<file path="config.mk">
export PLATFORM = sky130hd
export DESIGN_NAME = alu_seq_flat
export DESIGN_NICKNAME = d
export VERILOG_FILES = /design/src/rtl/alu_seq_pkg.sv /design/src/rtl/alu_seq_if.sv /design/src/rtl/alu_seq_mul.sv /design/src/rtl/alu_seq.sv /design/src/flat_wrapper.sv
export SDC_FILE = /design/constraint.sdc
export NUM_CORES = 1
export LEC_CHECK = 0
export BUFFER_PORTS_ARGS = -buffer_cell sky130_fd_sc_hd__buf_4
export CORE_UTILIZATION = 40
export DETAILED_ROUTE_END_ITERATION = 12
export HOLD_SLACK_MARGIN = 0.08
export PLACE_DENSITY = 0.59
export RECOVER_POWER = 100
export SYNTH_ARGS = -nofsm -noshare
export SYNTH_HDL_FRONTEND = slang
export SYNTH_SLANG_ARGS = --single-unit
</file>
<file path="constraint.sdc">
create_clock -name clk -period 5.1 [get_ports clk]
set_input_delay 0.765 -clock clk [delete_from_list [all_inputs] [get_ports clk]]
set_output_delay 0.765 -clock clk [all_outputs]
set_load 0.005 [all_outputs]
</file>
<file path="src/rtl/alu_seq_pkg.sv">
// Shared op-code constants and FSM state encoding for the sequential ALU.
package alu_seq_pkg;

    localparam int unsigned OP_W = 4;

    localparam logic [OP_W-1:0] OP_ADD   = 4'd0;
    localparam logic [OP_W-1:0] OP_DRTAC = 4'd1;
    localparam logic [OP_W-1:0] OP_SUB   = 4'd2;
    localparam logic [OP_W-1:0] OP_OR    = 4'd3;
    localparam logic [OP_W-1:0] OP_AND   = 4'd4;
    localparam logic [OP_W-1:0] OP_XOR   = 4'd5;
    localparam logic [OP_W-1:0] OP_COM   = 4'd6;
    localparam logic [OP_W-1:0] OP_SHL   = 4'd7;
    localparam logic [OP_W-1:0] OP_SHR   = 4'd8;
    localparam logic [OP_W-1:0] OP_INC   = 4'd9;
    localparam logic [OP_W-1:0] OP_MUL   = 4'd10;

    typedef enum logic [1:0] {
        ST_IDLE = 2'd0,
        ST_MUL  = 2'd1,
        ST_FIN  = 2'd2
    } state_e;

    // Codes above MUL are reserved: accepted but leave result/flags untouched.
    function automatic logic is_reserved(input logic [OP_W-1:0] op);
        return op > OP_MUL;
    endfunction

endpackage

</file>
<file path="src/rtl/alu_seq_if.sv">
// Request/response bundle between the control unit (master) and alu_seq (slave).
interface alu_seq_if
    import alu_seq_pkg::*;
#(
    parameter int unsigned WIDTH = 16
) ();
    logic             start;
    logic [OP_W-1:0]  op;
    logic [WIDTH-1:0] ac;
    logic [WIDTH-1:0] dr;
    logic [WIDTH-1:0] result;
    logic             carry;
    logic             zero;
    logic             busy;
    logic             done;

    modport master (
        output start, op, ac, dr,
        input  result, carry, zero, busy, done
    );

    modport slave (
        input  start, op, ac, dr,
        output result, carry, zero, busy, done
    );
endinterface

</file>
<file path="src/rtl/alu_seq_mul.sv">
// Iterative unsigned shift-add multiplier: one multiplier bit per step, LSB first.
module alu_seq_mul #(
    parameter  int unsigned WIDTH = 16,
    localparam int unsigned CNT_W = $clog2(WIDTH),
    localparam int unsigned PW    = 2 * WIDTH
) (
    input  logic             clk,
    input  logic             rst,
    input  logic             load_i,
    input  logic             step_i,
    input  logic [WIDTH-1:0] a_i,
    input  logic [WIDTH-1:0] b_i,
    output logic [CNT_W-1:0] cnt_o,
    output logic [PW-1:0]    prod_o
);

    logic [WIDTH-1:0] mcand_q;
    logic [PW-1:0]    prod_q;
    logic [CNT_W-1:0] cnt_q;
    logic [WIDTH:0]   step_sum_d;

    // Upper half accumulates the multiplicand; low half holds the unconsumed multiplier bits.
    assign step_sum_d = {1'b0, prod_q[PW-1:WIDTH]} + (prod_q[0] ? {1'b0, mcand_q} : '0);

    always_ff @(posedge clk) begin
        if (rst) begin
            mcand_q <= '0;
            prod_q  <= '0;
            cnt_q   <= '0;
        end else if (load_i) begin
            mcand_q <= a_i;
            prod_q  <= {WIDTH'(0), b_i};
            cnt_q   <= CNT_W'(WIDTH - 1);
        end else if (step_i) begin
            prod_q <= {step_sum_d, prod_q[WIDTH-1:1]};
            if (cnt_q != '0) begin
                cnt_q <= cnt_q - CNT_W'(1);
            end
        end
    end

    assign cnt_o  = cnt_q;
    assign prod_o = prod_q;

endmodule

</file>
<file path="src/rtl/alu_seq.sv">
// Sequential ALU: single-cycle ops complete on the accepting edge, MUL runs WIDTH+1 cycles.
module alu_seq
    import alu_seq_pkg::*;
#(
    parameter int unsigned WIDTH = 16
) (
    input  logic       clk,
    input  logic       rst,
    alu_seq_if.slave   bus
);

    localparam int unsigned CNT_W = $clog2(WIDTH);
    localparam int unsigned PW    = 2 * WIDTH;
    localparam int unsigned WW    = WIDTH + 1;

    state_e           state_q;
    logic [WIDTH-1:0] result_q;
    logic             carry_q;
    logic             zero_q;
    logic             busy_q;
    logic             done_q;

    logic [WIDTH-1:0] alu_res_d;
    logic             alu_carry_d;
    logic             alu_wr_d;
    logic [WW-1:0]    wide_sum_d;

    logic             mul_load_c;
    logic             mul_step_c;
    logic [CNT_W-1:0] mul_cnt;
    logic [PW-1:0]    mul_prod;

    // Single-cycle datapath straight off the request inputs; MUL and reserved codes do not write.
    always_comb begin
        alu_res_d   = '0;
        alu_carry_d = 1'b0;
        alu_wr_d    = 1'b1;
        wide_sum_d  = '0;
        case (bus.op)
            OP_ADD: begin
                wide_sum_d  = {1'b0, bus.ac} + {1'b0, bus.dr};
                alu_res_d   = wide_sum_d[WIDTH-1:0];
                alu_carry_d = wide_sum_d[WIDTH];
            end
            OP_DRTAC: alu_res_d = bus.dr;
            OP_SUB: begin
                alu_res_d   = bus.ac - bus.dr;
                alu_carry_d = (bus.ac >= bus.dr);
            end
            OP_OR:  alu_res_d = bus.ac | bus.dr;
            OP_AND: alu_res_d = bus.ac & bus.dr;
            OP_XOR: alu_res_d = bus.ac ^ bus.dr;
            OP_COM: alu_res_d = ~bus.ac;
            OP_SHL: begin
                alu_res_d   = {bus.ac[WIDTH-2:0], 1'b0};
                alu_carry_d = bus.ac[WIDTH-1];
            end
            OP_SHR: begin
                alu_res_d   = {1'b0, bus.ac[WIDTH-1:1]};
                alu_carry_d = bus.ac[0];
            end
            OP_INC: begin
                wide_sum_d  = {1'b0, bus.ac} + WW'(1);
                alu_res_d   = wide_sum_d[WIDTH-1:0];
                alu_carry_d = wide_sum_d[WIDTH];
            end
            default: alu_wr_d = 1'b0;
        endcase
    end

    assign mul_load_c = (state_q == ST_IDLE) && bus.start && (bus.op == OP_MUL);
    assign mul_step_c = (state_q == ST_MUL);

    alu_seq_mul #(
        .WIDTH (WIDTH)
    ) u_mul (
        .clk    (clk),
        .rst    (rst),
        .load_i (mul_load_c),
        .step_i (mul_step_c),
        .a_i    (bus.ac),
        .b_i    (bus.dr),
        .cnt_o  (mul_cnt),
        .prod_o (mul_prod)
    );

    // Control FSM with registered result, flags, busy and done.
    always_ff @(posedge clk) begin
        if (rst) begin
            state_q  <= ST_IDLE;
            result_q <= '0;
            carry_q  <= 1'b0;
            zero_q   <= 1'b1;
            busy_q   <= 1'b0;
            done_q   <= 1'b0;
        end else begin
            done_q <= 1'b0;
            case (state_q)
                ST_IDLE: begin
                    if (bus.start) begin
                        if (bus.op == OP_MUL) begin
                            state_q <= ST_MUL;
                            busy_q  <= 1'b1;
                        end else begin
                            done_q <= 1'b1;
                            if (alu_wr_d && !is_reserved(bus.op)) begin
                                result_q <= alu_res_d;
                                carry_q  <= alu_carry_d;
                                zero_q   <= (alu_res_d == '0);
                            end
                        end
                    end
                end
                ST_MUL: begin
                    if (mul_cnt == '0) begin
                        state_q <= ST_FIN;
                    end
                end
                ST_FIN: begin
                    result_q <= mul_prod[WIDTH-1:0];
                    carry_q  <= |mul_prod[PW-1:WIDTH];
                    zero_q   <= (mul_prod[WIDTH-1:0] == '0);
                    done_q   <= 1'b1;
                    busy_q   <= 1'b0;
                    state_q  <= ST_IDLE;
                end
                default: begin
                    state_q <= ST_IDLE;
                    busy_q  <= 1'b0;
                end
            endcase
        end
    end

    assign bus.result = result_q;
    assign bus.carry  = carry_q;
    assign bus.zero   = zero_q;
    assign bus.busy   = busy_q;
    assign bus.done   = done_q;

endmodule

</file>
<file path="src/flat_wrapper.sv">
// flat-port wrapper written by rule: the top's interface ports become plain ports
module alu_seq_flat import alu_seq_pkg::*;
#(
    parameter int unsigned WIDTH = 16
)
  (clk, rst, bus_start, bus_op, bus_ac, bus_dr, bus_result, bus_carry, bus_zero, bus_busy, bus_done);
  alu_seq_if #(.WIDTH(WIDTH)) bus_i ();
  input  logic clk;
  input  logic rst;
  input wire logic [$bits(bus_i.start)-1:0] bus_start;
  input wire logic [$bits(bus_i.op)-1:0] bus_op;
  input wire logic [$bits(bus_i.ac)-1:0] bus_ac;
  input wire logic [$bits(bus_i.dr)-1:0] bus_dr;
  output wire logic [$bits(bus_i.result)-1:0] bus_result;
  output wire logic [$bits(bus_i.carry)-1:0] bus_carry;
  output wire logic [$bits(bus_i.zero)-1:0] bus_zero;
  output wire logic [$bits(bus_i.busy)-1:0] bus_busy;
  output wire logic [$bits(bus_i.done)-1:0] bus_done;
  assign bus_i.start = bus_start;
  assign bus_i.op = bus_op;
  assign bus_i.ac = bus_ac;
  assign bus_i.dr = bus_dr;
  assign bus_result = bus_i.result;
  assign bus_carry = bus_i.carry;
  assign bus_zero = bus_i.zero;
  assign bus_busy = bus_i.busy;
  assign bus_done = bus_i.done;
  alu_seq #(.WIDTH(WIDTH)) u_core (.clk(clk), .rst(rst), .bus(bus_i));
endmodule
</file>
Yosys cells after proc, flatten, opt, wreduce, memory -nomap -nowiden
Index checks and enable logic that the tools add are counted.
- bits in registers: 74
- latch bits: 0
- RAM bits: 0
- ROM bits: 0
- bits of input ports: 39
- word-level logic and storage cells: 90
- memories kept: 0
- $add $sub $neg: 5
- multipliers: 0
- divide/modulo/power cells: 0
- order comparisons: 2
- equal/unequal tests: 17
- shift operators: 0
- mux-type cells: 31
- bitwise logic cells: 5
- reduce and logical (&&, ||, !) cells: 20
- operators by type and width (operator ; number):
    16-bit case mux with 10 select lines ; 1
    16-bit two-way mux ; 6
    16-bit by 16-bit adder with 17-bit output ; 2
    16-bit zero test ; 2
    16-bit case mux with 2 select lines ; 1
    16-bit by 1-bit adder with 17-bit output (second input constant) ; 1
    16-bit AND ; 1
    4-bit by 3-bit == test with 1-bit output (second input constant) ; 4
    16-bit greater-or-equal comparator ; 1
    16-bit NOT ; 1
    16-bit bitwise OR ; 1
    16-bit OR reduction ; 1
    16-bit subtractor ; 1
    16-bit XOR ; 1
    4-bit == test (second input constant) ; 3
    4-bit two-way mux ; 3
    1-bit two-way mux ; 11
    2-bit inequality test (second input constant) ; 5
    10-bit OR reduction ; 1
    4-bit by 2-bit == test with 1-bit output (second input constant) ; 2
    4-bit zero test ; 2
    1-bit case mux with 2 select lines ; 4
    2-bit two-way mux ; 3
    3-bit AND reduction ; 2
    other kinds (16) ; 20

Depth between registers and ports, before layout
Gate-level depths: netlist of the first run.
- depth after elaboration: 8
- depth in mapped cells: 15
- gate-level depth less buffers: 13

Modules after synthesis
A second synthesis of the first run with hierarchy kept.
- cell total of the unflattened synthesis: 1020
- area, all modules: 7633.6 um^2
- modules (own cells, without submodules) (module ; times used ; cells an instance ; area each (um^2) ; seq. area each (um^2)):
    alu_seq ; 1 ; 664 ; 4600.7 ; 440.4
    alu_seq_mul ; 1 ; 356 ; 3032.9 ; 1041.0

Least setup slack after synthesis of the first run
No wires, ideal clock.
- path kind: in2reg
- start point: in bus_ac[2]
- end point: reg u_core.zero_q (netlist: u_core.bus.zero)
- setup time: 57 ps
- arrival time: 3608 ps
- path slack: 1435 ps
- stages on the path: 12
- cells stage by stage: clkbuf_1 > inv_1 > ha_1 > and3_1 > a2111o_1 > a211oi_2 > nor2_1 > a221o_1 > a221o_1 > a2111oi_2 > and4b_1 > a21o_1
- word-level cells in the longest chain between the ends: 7
- elaborated cells on any way between the ends: 13
- ends and longest elaborated chain (what ; line ; text):
    from (decl) ; flat_wrapper.sv:12 ; input wire logic [$bits(bus_i.ac)-1:0] bus_ac;
    16-bit by 1-bit adder with 17-bit output, or another cell as far along ; alu_seq.sv:63 ; wide_sum_d = {1'b0, bus.ac} + WW'(1);
    16-bit case mux with 10 select lines * ; alu_seq.sv:39 ; case (bus.op)
    16-bit zero test * ; alu_seq.sv:109 ; zero_q <= (alu_res_d == '0);
    1-bit two-way mux * ; alu_seq.sv:106 ; if (alu_wr_d && !is_reserved(bus.op)) begin
    1-bit two-way mux * ; alu_seq.sv:101 ; if (bus.op == OP_MUL) begin
    1-bit two-way mux * ; alu_seq.sv:100 ; if (bus.start) begin
    1-bit case mux with 2 select lines * ; alu_seq.sv:98 ; case (state_q)
    to (signal assigned) ; alu_seq.sv:109 ;
    to (signal assigned) ; alu_seq.sv:122 ; zero_q <= (mul_prod[WIDTH-1:0] == '0);
    to (decl) ; alu_seq.sv:19 ; logic zero_q;
Mark *: on every way between the ends. The rest lies on a longest branch, timed or not. The select of a mux whose other input is x is not followed.
A chain may end at the register's enable or synchronous reset.

Worst setup path in the final report of the first run
- start point: in bus_ac[2]
- end point: reg u_core.result_q[9] (netlist: u_core.bus.result[9])
- word-level cells in the longest chain between the ends: 6
- elaborated cells on any way between the ends: 8
- ends and longest elaborated chain (what ; line ; text):
    16-bit by 1-bit adder with 17-bit output, or another cell as far along ; alu_seq.sv:63 ;
    16-bit case mux with 10 select lines * ; alu_seq.sv:39 ;
    16-bit two-way mux * ; alu_seq.sv:106 ;
    16-bit two-way mux * ; alu_seq.sv:101 ;
    16-bit two-way mux * ; alu_seq.sv:100 ;
    16-bit case mux with 2 select lines * ; alu_seq.sv:98 ;
    to (signal assigned) ; alu_seq.sv:107 ; result_q <= alu_res_d;
    to (signal assigned) ; alu_seq.sv:120 ; result_q <= mul_prod[WIDTH-1:0];
    to (decl) ; alu_seq.sv:17 ; logic [WIDTH-1:0] result_q;
Marks and branches as above.

==> results.json, run 1 <==
{
  "path_class": "input pin to flip-flop",
  "grt.total_usage": 0.280,
  "post_drt_wl_per_cell_um": 20.8,
  "gp_congestion": 0.945,
  "endpoint_kind": "flip-flop",
  "rows": 48,
  "cts.repair.resized": 0,
  "fin_crit_sh": 0.817,
  "ioPinCount": 59,
  "rsz0062_at_grt": "false",
  "status": "complete, but fails checks",
  "multi_input_area_mm2": 0.00525,
  "final_antenna_net_count": 0,
  "die_area_mm2": 0.0185,
  "clock_latency_ps": 330,
  "grt_pass1_vias": 6963,
  "clock_path_buffers": 2,
  "totalWireLength_mm": 25.5,
  "synth_area_mm2": 0.00719,
  "async_flop_share": 0,
  "dp_slack_ps": 1110,
  "vias": 7653,
  "port_buffers": 58,
  "worst_hold_slack_ps": 449,
  "ctsHtreeMaxLevel": 3,
  "drt_iter0_drc": 1053,
  "critPathMaxStageDelay_ps": 560,
  "cts_setup_buffers": 0,
  "nNetsFinal": 1109,
  "p_per_area_mw_per_mm2": 225,
  "cts_root_buf": "clkbuf_16",
  "synth.most_common_cell": "nand2_1",
  "start_util": 0.413,
  "setup-tns-final_ps": 0,
  "ys_warn_count": 0,
  "core_area_mm2": 0.0174,
  "synth_flop_cell": "dfxtp_1",
  "hold_viol": 0,
  "power.static_leakage_nw": 3.30,
  "required_ps": 5220,
  "cts.sinks": 74,
  "area_growth_pct": 12.4,
  "worst_slack_ps": 933,
  "crit_fanout": 12,
  "timing.slew.headroom": -0.832,
  "ir_drop_mv": 0.159,
  "grt_first_pass_wirelength_mm": 40.0,
  "synthTopCellsByArea": "dfxtp_1 (21%), ha_1 (12%), a21oi_1 (7.0%)",
  "start_kind": "input pin",
  "synth_cell_types": 75,
  "place_inst": 1212,
  "grt.overflow.total": 0,
  "skew_ps": 4.39,
  "die_width_um": 136,
  "register_area_mm2": 0.00148,
  "finalSetupViolations": 0,
  "n_fill_cell": 1838,
  "synth_top_area_cell": "dfxtp_1",
  "power_mw": 1.82,
  "final_cells": 1228,
  "synth_top_area_frac": 0.206,
  "period_minus_slack_ps": 4170,
  "viasPerCell": 6.23,
  "cts.clk_slew.worst_paths_ps": 60,
  "yosys-top-cells-count": "nand2_1 (124), a21oi_1 (101), dfxtp_1 (74), ha_1 (69), nor2_1 (68)",
  "critical_path.slowest_cell": "o41ai_1",
  "cts_buffers": 9,
  "syn_inst": 985,
  "failed_checks": "capacitance limit, slew limit",
  "antenna_found_initial": 0,
  "avgSynthCellArea_um2": 7.30,
  "cp_cell_sequence": "clkbuf_1 > inv_1 > ha_1 > inv_1 > o221ai_1 > a21oi_1 > o41ai_1 > a21oi_1 > a211oi_1 > o21ai_0 > a222oi_1 > nor2_1",
  "worst_hold_path_type": "flip-flop to flip-flop",
  "cts_tree": "built",
  "post-route-util": 0.464,
  "ys_ff_latch": 74,
  "syn_nets": 1096,
  "synth-edff-count": 0,
  "cap_viol_max_count": 1,
  "seq_area_frac_synth": 0.206,
  "worst_pin_slew_ps": 2750,
  "n_antenna_cell": 0,
  "drc": 0,
  "drive_above_1_share": 0.108,
  "ctsHoldBuffers": 0,
  "final_area_mm2": 0.00808,
  "dieHeight_um": 136,
  "first_pass_iters": 6,
  "dp_hpwl_mm": 18.9,
  "timing.fmax_ghz": 0.240,
  "slew_viol_final": 61,
  "dpl_cell_area_mm2": 0.00777,
  "cp.arrival_ps": 4290,
  "grt_max_degree": 61
}
## where the power goes
part	internal, mW	switching, mW	leakage, nW
Sequential	0.592	0.0110	0.599
Combinational	0.185	0.311	2.55
Clock	0.477	0.241	0.160
## routing by layer
| layer | wire length (um) | GRT usage | up-vias |
|---|---|---|---|
| met1 | 11600 | 0.408 | 3589 |
| met3 | 2160 | 0.0410 | 37 |
| met5 | 0 | 0 | - |
| met2 | 11100 | 0.421 | 389 |
| met4 | 584 | 0.0809 | 0 |
| li1 | - | - | 3638 |
## final cells by class
| cell class | instances | area share |
|---|---|---|
| sequential | 74 | 0.183 |
| multi-input combinational | 784 | 0.650 |
| inverter | 59 | 0.0274 |
| clock inverter | 5 | 0.0127 |
| clock buffer | 11 | 0.0288 |
| timing repair buffer | 70 | 0.0631 |
| tap | 225 | 0.0348 |
## worst max-delay path: cells and delay by family
family          cells  cell delay (ps)
compound gates      7             2280
fa+ha+maj           1              480
buf+inv             3              700
simple gates        1               70
## logic make-up after synthesis
logic type / count (synthesis) / share of synthesized area
AOI/OAI and AO/OA: 323 / 0.305
muxes: 14 / 0.0233
buffers and inverters: 127 / 0.0687
and+or+nand+nor: 344 / 0.231
adders and majority gates: 72 / 0.128
xor gates and xnor gates: 31 / 0.0377
DFF: 74 / 0.206
## final timing paths
path	from	end	slack, ps	depth (start not counted)
max	bus_ac[2]	u_core.bus.result[9]	930	12
min	u_core.u_mul.mcand_q[0]	u_core.u_mul.mcand_q[0]	450	2
max reg2reg	u_core.u_mul.prod_o[0]	u_core.u_mul.prod_o[29]	1580	13
min reg2reg	u_core.u_mul.mcand_q[0]	u_core.u_mul.mcand_q[0]	450	2
## flip-flops by register name (all words and copies together), names as in the netlist
register	count
u_core.u_mul.prod_o	32
u_core.bus.result	16
u_core.u_mul.mcand_q	16
u_core.u_mul.cnt_o	4
u_core.state_q	2
u_core.bus.busy	1
u_core.bus.carry	1
u_core.bus.done	1
u_core.bus.zero	1
## cell usage in the layout, fill, tap and decap left out, types with 6 or more instances in the layout
master	instances
nor3_1	24
a21oi_1	101
o22ai_1	11
nand2_1	124
and3_1	8
nor2b_1	12
clkbuf_4	19
nor4_1	15
buf_4	47
xnor2_1	29
inv_1	59
o21ai_0	42
o211ai_1	7
a22oi_1	35
nand4_1	6
mux2i_1	10
a31oi_1	11
a211oi_1	15
nand2b_1	18
or2_2	7
clkbuf_16	9
a21o_1	10
dfxtp_1	74
nor2_1	68
a222oi_1	15
nand3_1	16
o211a_1	7
ha_1	69
or3_1	6
and2_1	19
clkbuf_1	6
o221ai_1	6
Power figures use the tool's default switching activity.
==> inputs of run 2 (changes only) <==
--- a/config.mk
+++ b/config.mk
@@ -9,7 +9,7 @@
 export CORE_UTILIZATION = 40
 export DETAILED_ROUTE_END_ITERATION = 12
 export HOLD_SLACK_MARGIN = 0.08
-export PLACE_DENSITY = 0.59
+export PLACE_DENSITY = 0.61
 export RECOVER_POWER = 100
 export SYNTH_ARGS = -nofsm -noshare
 export SYNTH_HDL_FRONTEND = slang
==> constraint.sdc (replaced) <==
create_clock -name clk -period 3.7 [get_ports clk]
set_input_delay 0.555 -clock clk [delete_from_list [all_inputs] [get_ports clk]]
set_output_delay 0.555 -clock clk [all_outputs]
set_load 0.005 [all_outputs]
==> results.json, run 2 (synthesis results as in run 1) <==
{
  "status": "complete, but fails checks",
  "failed_checks": "capacitance limit, slew limit",
  "reg2regPathDepth": 13,
  "grt.overflow.total": 0,
  "ioPinCount": 59,
  "cts.clk_slew.worst_paths_ps": 60,
  "totalWireLength_mm": 26.5,
  "hold_viol": 0,
  "drive_above_1_share": 0.134,
  "use_met1": 0.373,
  "worst_hold_path_type": "flip-flop to flip-flop",
  "cp.arrival_ps": 3630,
  "area_growth_pct": 15.6,
  "crit_start": "bus_dr[2]",
  "ctsHoldBuffers": 0,
  "post-route-util": 0.477,
  "drc": 0,
  "r2r_start": "u_core.u_mul.prod_o[0]",
  "die_area_mm2": 0.0185,
  "power.static_leakage_nw": 3.45,
  "busiest_layer": "met2",
  "core_area_mm2": 0.0174,
  "slew_viol_final": 33,
  "die_width_um": 136,
  "cts_tree": "built",
  "timing.fmax_ghz": 0.292,
  "fin_crit_sh": 0.927,
  "p_per_area_mw_per_mm2": 303,
  "cts_buffers": 9,
  "nNetsFinal": 1146,
  "viasPerCell": 6.18,
  "skew_ps": 8.67,
  "required_ps": 3900,
  "rsz0062_at_grt": "false",
  "dieHeight_um": 136,
  "cap_viol_max_count": 1,
  "layout_commonest_cell": "nand2_1",
  "r2r_setup_slack_ps": 640,
  "grt.total_usage": 0.288,
  "ctsHtreeMaxLevel": 3,
  "grt_use_met3": 0.0503,
  "period_minus_slack_ps": 3430,
  "worst_pin_slew_ps": 1520,
  "gp_congestion": 0.998,
  "timing.slew.headroom": -0.0104,
  "final_cell_mix": "nand2_1 (124), a21oi_1 (101), buf_4 (78)",
  "start_kind": "input pin",
  "first_pass_iters": 7,
  "setup-tns-final_ps": 0,
  "rows": 48,
  "cts_root_buf": "clkbuf_16",
  "clock_latency_ps": 330,
  "antenna_found_initial": 0,
  "largest_reg_flops": 32,
  "n_antenna_cell": 0,
  "crit_fanout": 5,
  "path_class": "input pin to flip-flop",
  "clock_path_buffers": 2,
  "ir_drop_mv": 0.265,
  "power_mw": 2.52,
  "post_drt_wl_per_cell_um": 21.0,
  "dp_hpwl_mm": 20.2,
  "finalSetupViolations": 0,
  "grt_use_met2": 0.451,
  "start_util": 0.413,
  "grt_pass1_vias": 7325,
  "cts.sinks": 74,
  "cts_setup_buffers": 0,
  "cts.repair.resized": 0,
  "grt_max_degree": 61,
  "final_antenna_net_count": 0,
  "port_buffers": 58,
  "grt_first_pass_wirelength_mm": 40.8,
  "drt_iter0_drc": 885,
  "endpoint": "u_core.bus.result[9]",
  "vias": 7813,
  "worstReg2RegEnd": "u_core.u_mul.prod_o[29]",
  "endpoint_kind": "flip-flop"
}
==> run 2: area by class of cell <==
cell class	instances	area [um^2]
clock buffer	9	225
timing repair buffer	107	762
multi-input combinational	784	5240
sequential	74	1480
tap	225	282
fill	1767	9100
inverter	59	221
clock inverter	7	103
==> run 2: per-stage QoR <==
stage                     setup slack, ps  hold WS [ps]  cells  area [um^2]
final                                 270           451   1265         8310
after global placement                105           438   1249         8030
after CTS                             374           450   1265         8360
after floorplan                       245           432    985         7190
after global routing                 99.9           477   1265         8310
after detailed placement             49.6           442   1249         8030
==> run 2: critical path, cell delays in order <==
cell and delay [ps]:
clkbuf_1 170, inv_1 100, ha_1 270, or2_2 320
o221ai_1 400, a21oi_1 190, o41ai_1 300, buf_4 180
a21oi_1 60, a211oi_1 380, o21ai_0 270, a222oi_1 380
nor2_1 60
==> run 2: worst min path at each step <==
stage,startpoint,to,slack (ps),cells past startpoint
CTS,u_core.u_mul.mcand_q[0],u_core.u_mul.mcand_q[0],450,2
floorplan,u_core.u_mul.mcand_q[0],u_core.u_mul.mcand_q[0],430,2
detailed placement,u_core.u_mul.mcand_q[0],u_core.u_mul.mcand_q[0],440,2
global placement,u_core.u_mul.mcand_q[0],u_core.u_mul.mcand_q[0],440,2
global route,u_core.u_mul.mcand_q[4],u_core.u_mul.mcand_q[4],480,2
finish,u_core.u_mul.mcand_q[0],u_core.u_mul.mcand_q[0],450,2
==> run 2: metal layers <==
metal / vias up / share of wire
met3: 80 / 0.082
met4: 0 / 0.055
met5: - / 0
met2: 391 / 0.45
li1: 3714 / -
met1: 3628 / 0.42
==> run 2: power by group <==
group	leakage (nW)	total (mW)	internal (mW)	switching (mW)
sequential	0.599	0.830	0.816	0.0138
clock	0.156	0.962	0.596	0.365
combinational	2.69	0.728	0.282	0.446
==> inputs of run 3 (changes only) <==
--- a/config.mk
+++ b/config.mk
@@ -9,6 +9,7 @@
 export CORE_UTILIZATION = 40
 export DETAILED_ROUTE_END_ITERATION = 12
 export HOLD_SLACK_MARGIN = 0.08
+export MAX_ROUTING_LAYER = met4
 export PLACE_DENSITY = 0.61
 export RECOVER_POWER = 100
 export SYNTH_ARGS = -nofsm -noshare
==> results.json, run 3 (synthesis results as in run 1) <==
{
  "hold_viol": 0,
  "cts.clk_slew.worst_paths_ps": 60,
  "n_antenna_cell": 0,
  "grt.overflow.total": 0,
  "ctsHoldBuffers": 0,
  "rows": 48,
  "nNetsFinal": 1153,
  "dieHeight_um": 136,
  "die_area_mm2": 0.0185,
  "failed_checks": "capacitance limit, slew limit",
  "vias": 7880,
  "path_class": "input pin to flip-flop",
  "endpoint_kind": "flip-flop",
  "worst_hold_slack_ps": 450,
  "totalWireLength_mm": 27.0,
  "first_pass_iters": 9,
  "clock_path_buffers": 2,
  "n_fill_cell": 1840,
  "dp_hpwl_mm": 20.7,
  "drt_iter0_drc": 834,
  "finalSetupViolations": 0,
  "cts_tree": "built",
  "power.static_leakage_nw": 3.47,
  "top_layer": "met4",
  "grt.total_usage": 0.305,
  "cap_viol_max_count": 1,
  "worst_hold_path_type": "flip-flop to flip-flop",
  "core_area_mm2": 0.0174,
  "slew_viol_final": 33,
  "die_width_um": 136,
  "cts_setup_buffers": 0,
  "gp_congestion": 0.958,
  "start_util": 0.413,
  "worst_pin_slew_ps": 1600,
  "required_ps": 4000,
  "layout_commonest_cell": "nand2_1",
  "ctsHtreeMaxLevel": 3,
  "antenna_found_initial": 0,
  "p_per_area_mw_per_mm2": 287,
  "cts_buffers": 9,
  "power_mw": 2.38,
  "fin_crit_sh": 0.935,
  "drive_above_1_share": 0.142,
  "timing.fmax_ghz": 0.289,
  "viasPerCell": 6.19,
  "largest_reg_flops": 32,
  "cts.repair.resized": 0,
  "status": "complete, but fails checks",
  "area_growth_pct": 15.6,
  "wl_met2_mm": 12.7,
  "ir_drop_mv": 0.311,
  "rsz0062_at_grt": "false",
  "crit_fanout": 9,
  "cts_root_buf": "clkbuf_16",
  "port_buffers": 58,
  "timing.slew.headroom": -0.0646,
  "grt_max_degree": 61,
  "final_antenna_net_count": 0,
  "grt_first_pass_wirelength_mm": 41.7,
  "setup-tns-final_ps": 0,
  "skew_ps": 12.6,
  "clock_latency_ps": 350,
  "start_kind": "input pin",
  "post-route-util": 0.477,
  "period_minus_slack_ps": 3460,
  "register_area_mm2": 0.00148,
  "cp.arrival_ps": 3760,
  "cts.sinks": 74,
  "wl_met1_mm": 11.5,
  "dr_wl_met3_mm": 1.88,
  "post_drt_wl_per_cell_um": 21.2,
  "r2r_setup_slack_ps": 640,
  "multi_input_area_mm2": 0.00524,
  "final_cell_mix": "nand2_1 (124), a21oi_1 (101), buf_4 (86)",
  "grt_pass1_vias": 7320,
  "drc": 0,
  "ioPinCount": 59
}
[run 3: cell types whose count changed in the layout (fill, tap and decap cells not counted), moves of 2 or more]
cell and change:
buf_4 +8, bufinv_16 -2, clkbuf_1 -3, clkbuf_4 +2, clkinv_2 +4, clkinv_4 -3
[run 3: critical path, cell delays in order]
cell	delay, ps
clkbuf_1	160
inv_1	90
ha_1	430
and3_1	230
a2111o_1	470
a211oi_1	340
nor2_1	100
a221o_1	330
a221o_1	380
a2111oi_2	340
and4b_1	230
a21o_1	100
[run 3: area by class of cell]
type / count / share of cell area
Multi-Input combinational cell: 784 / 0.630
Sequential cell: 74 / 0.178
Timing Repair Buffer: 114 / 0.0993
Tap cell: 225 / 0.0339
Clock buffer: 9 / 0.0271
Inverter: 59 / 0.0266
Clock inverter: 7 / 0.00527
[run 3: through the flow]
stage               instance area [um^2]  cells  worst slack (ps)
CTS                                 8350   1272               464
detailed placement                  8080   1256               105
finish                              8320   1272               242
global route                        8320   1272               122
floorplan                           7190    985               245
global placement                    8080   1256               125
[run 3: layer usage]
| layer | track usage | vias up |
|---|---|---|
| met5 | - | - |
| met4 | 0.110 | 0 |
| met3 | 0.0425 | 61 |
| met2 | 0.492 | 366 |
| met1 | 0.385 | 3732 |
| li1 | - | 3721 |
[run 3: worst paths after layout]
check	startpoint	cells past startpoint	endpoint
worst max-delay path	bus_dr[3]	12	u_core.bus.zero
worst min-delay path	u_core.u_mul.mcand_q[4]	2	u_core.u_mul.mcand_q[4]
worst min register to register	u_core.u_mul.mcand_q[4]	2	u_core.u_mul.mcand_q[4]
worst max register to register	u_core.u_mul.mcand_q[0]	13	u_core.u_mul.prod_o[29]
[run 3: where the power goes]
group / internal, mW / switching, mW
registers: 0.816 / 0.0150
clock network: 0.451 / 0.356
logic: 0.293 / 0.451
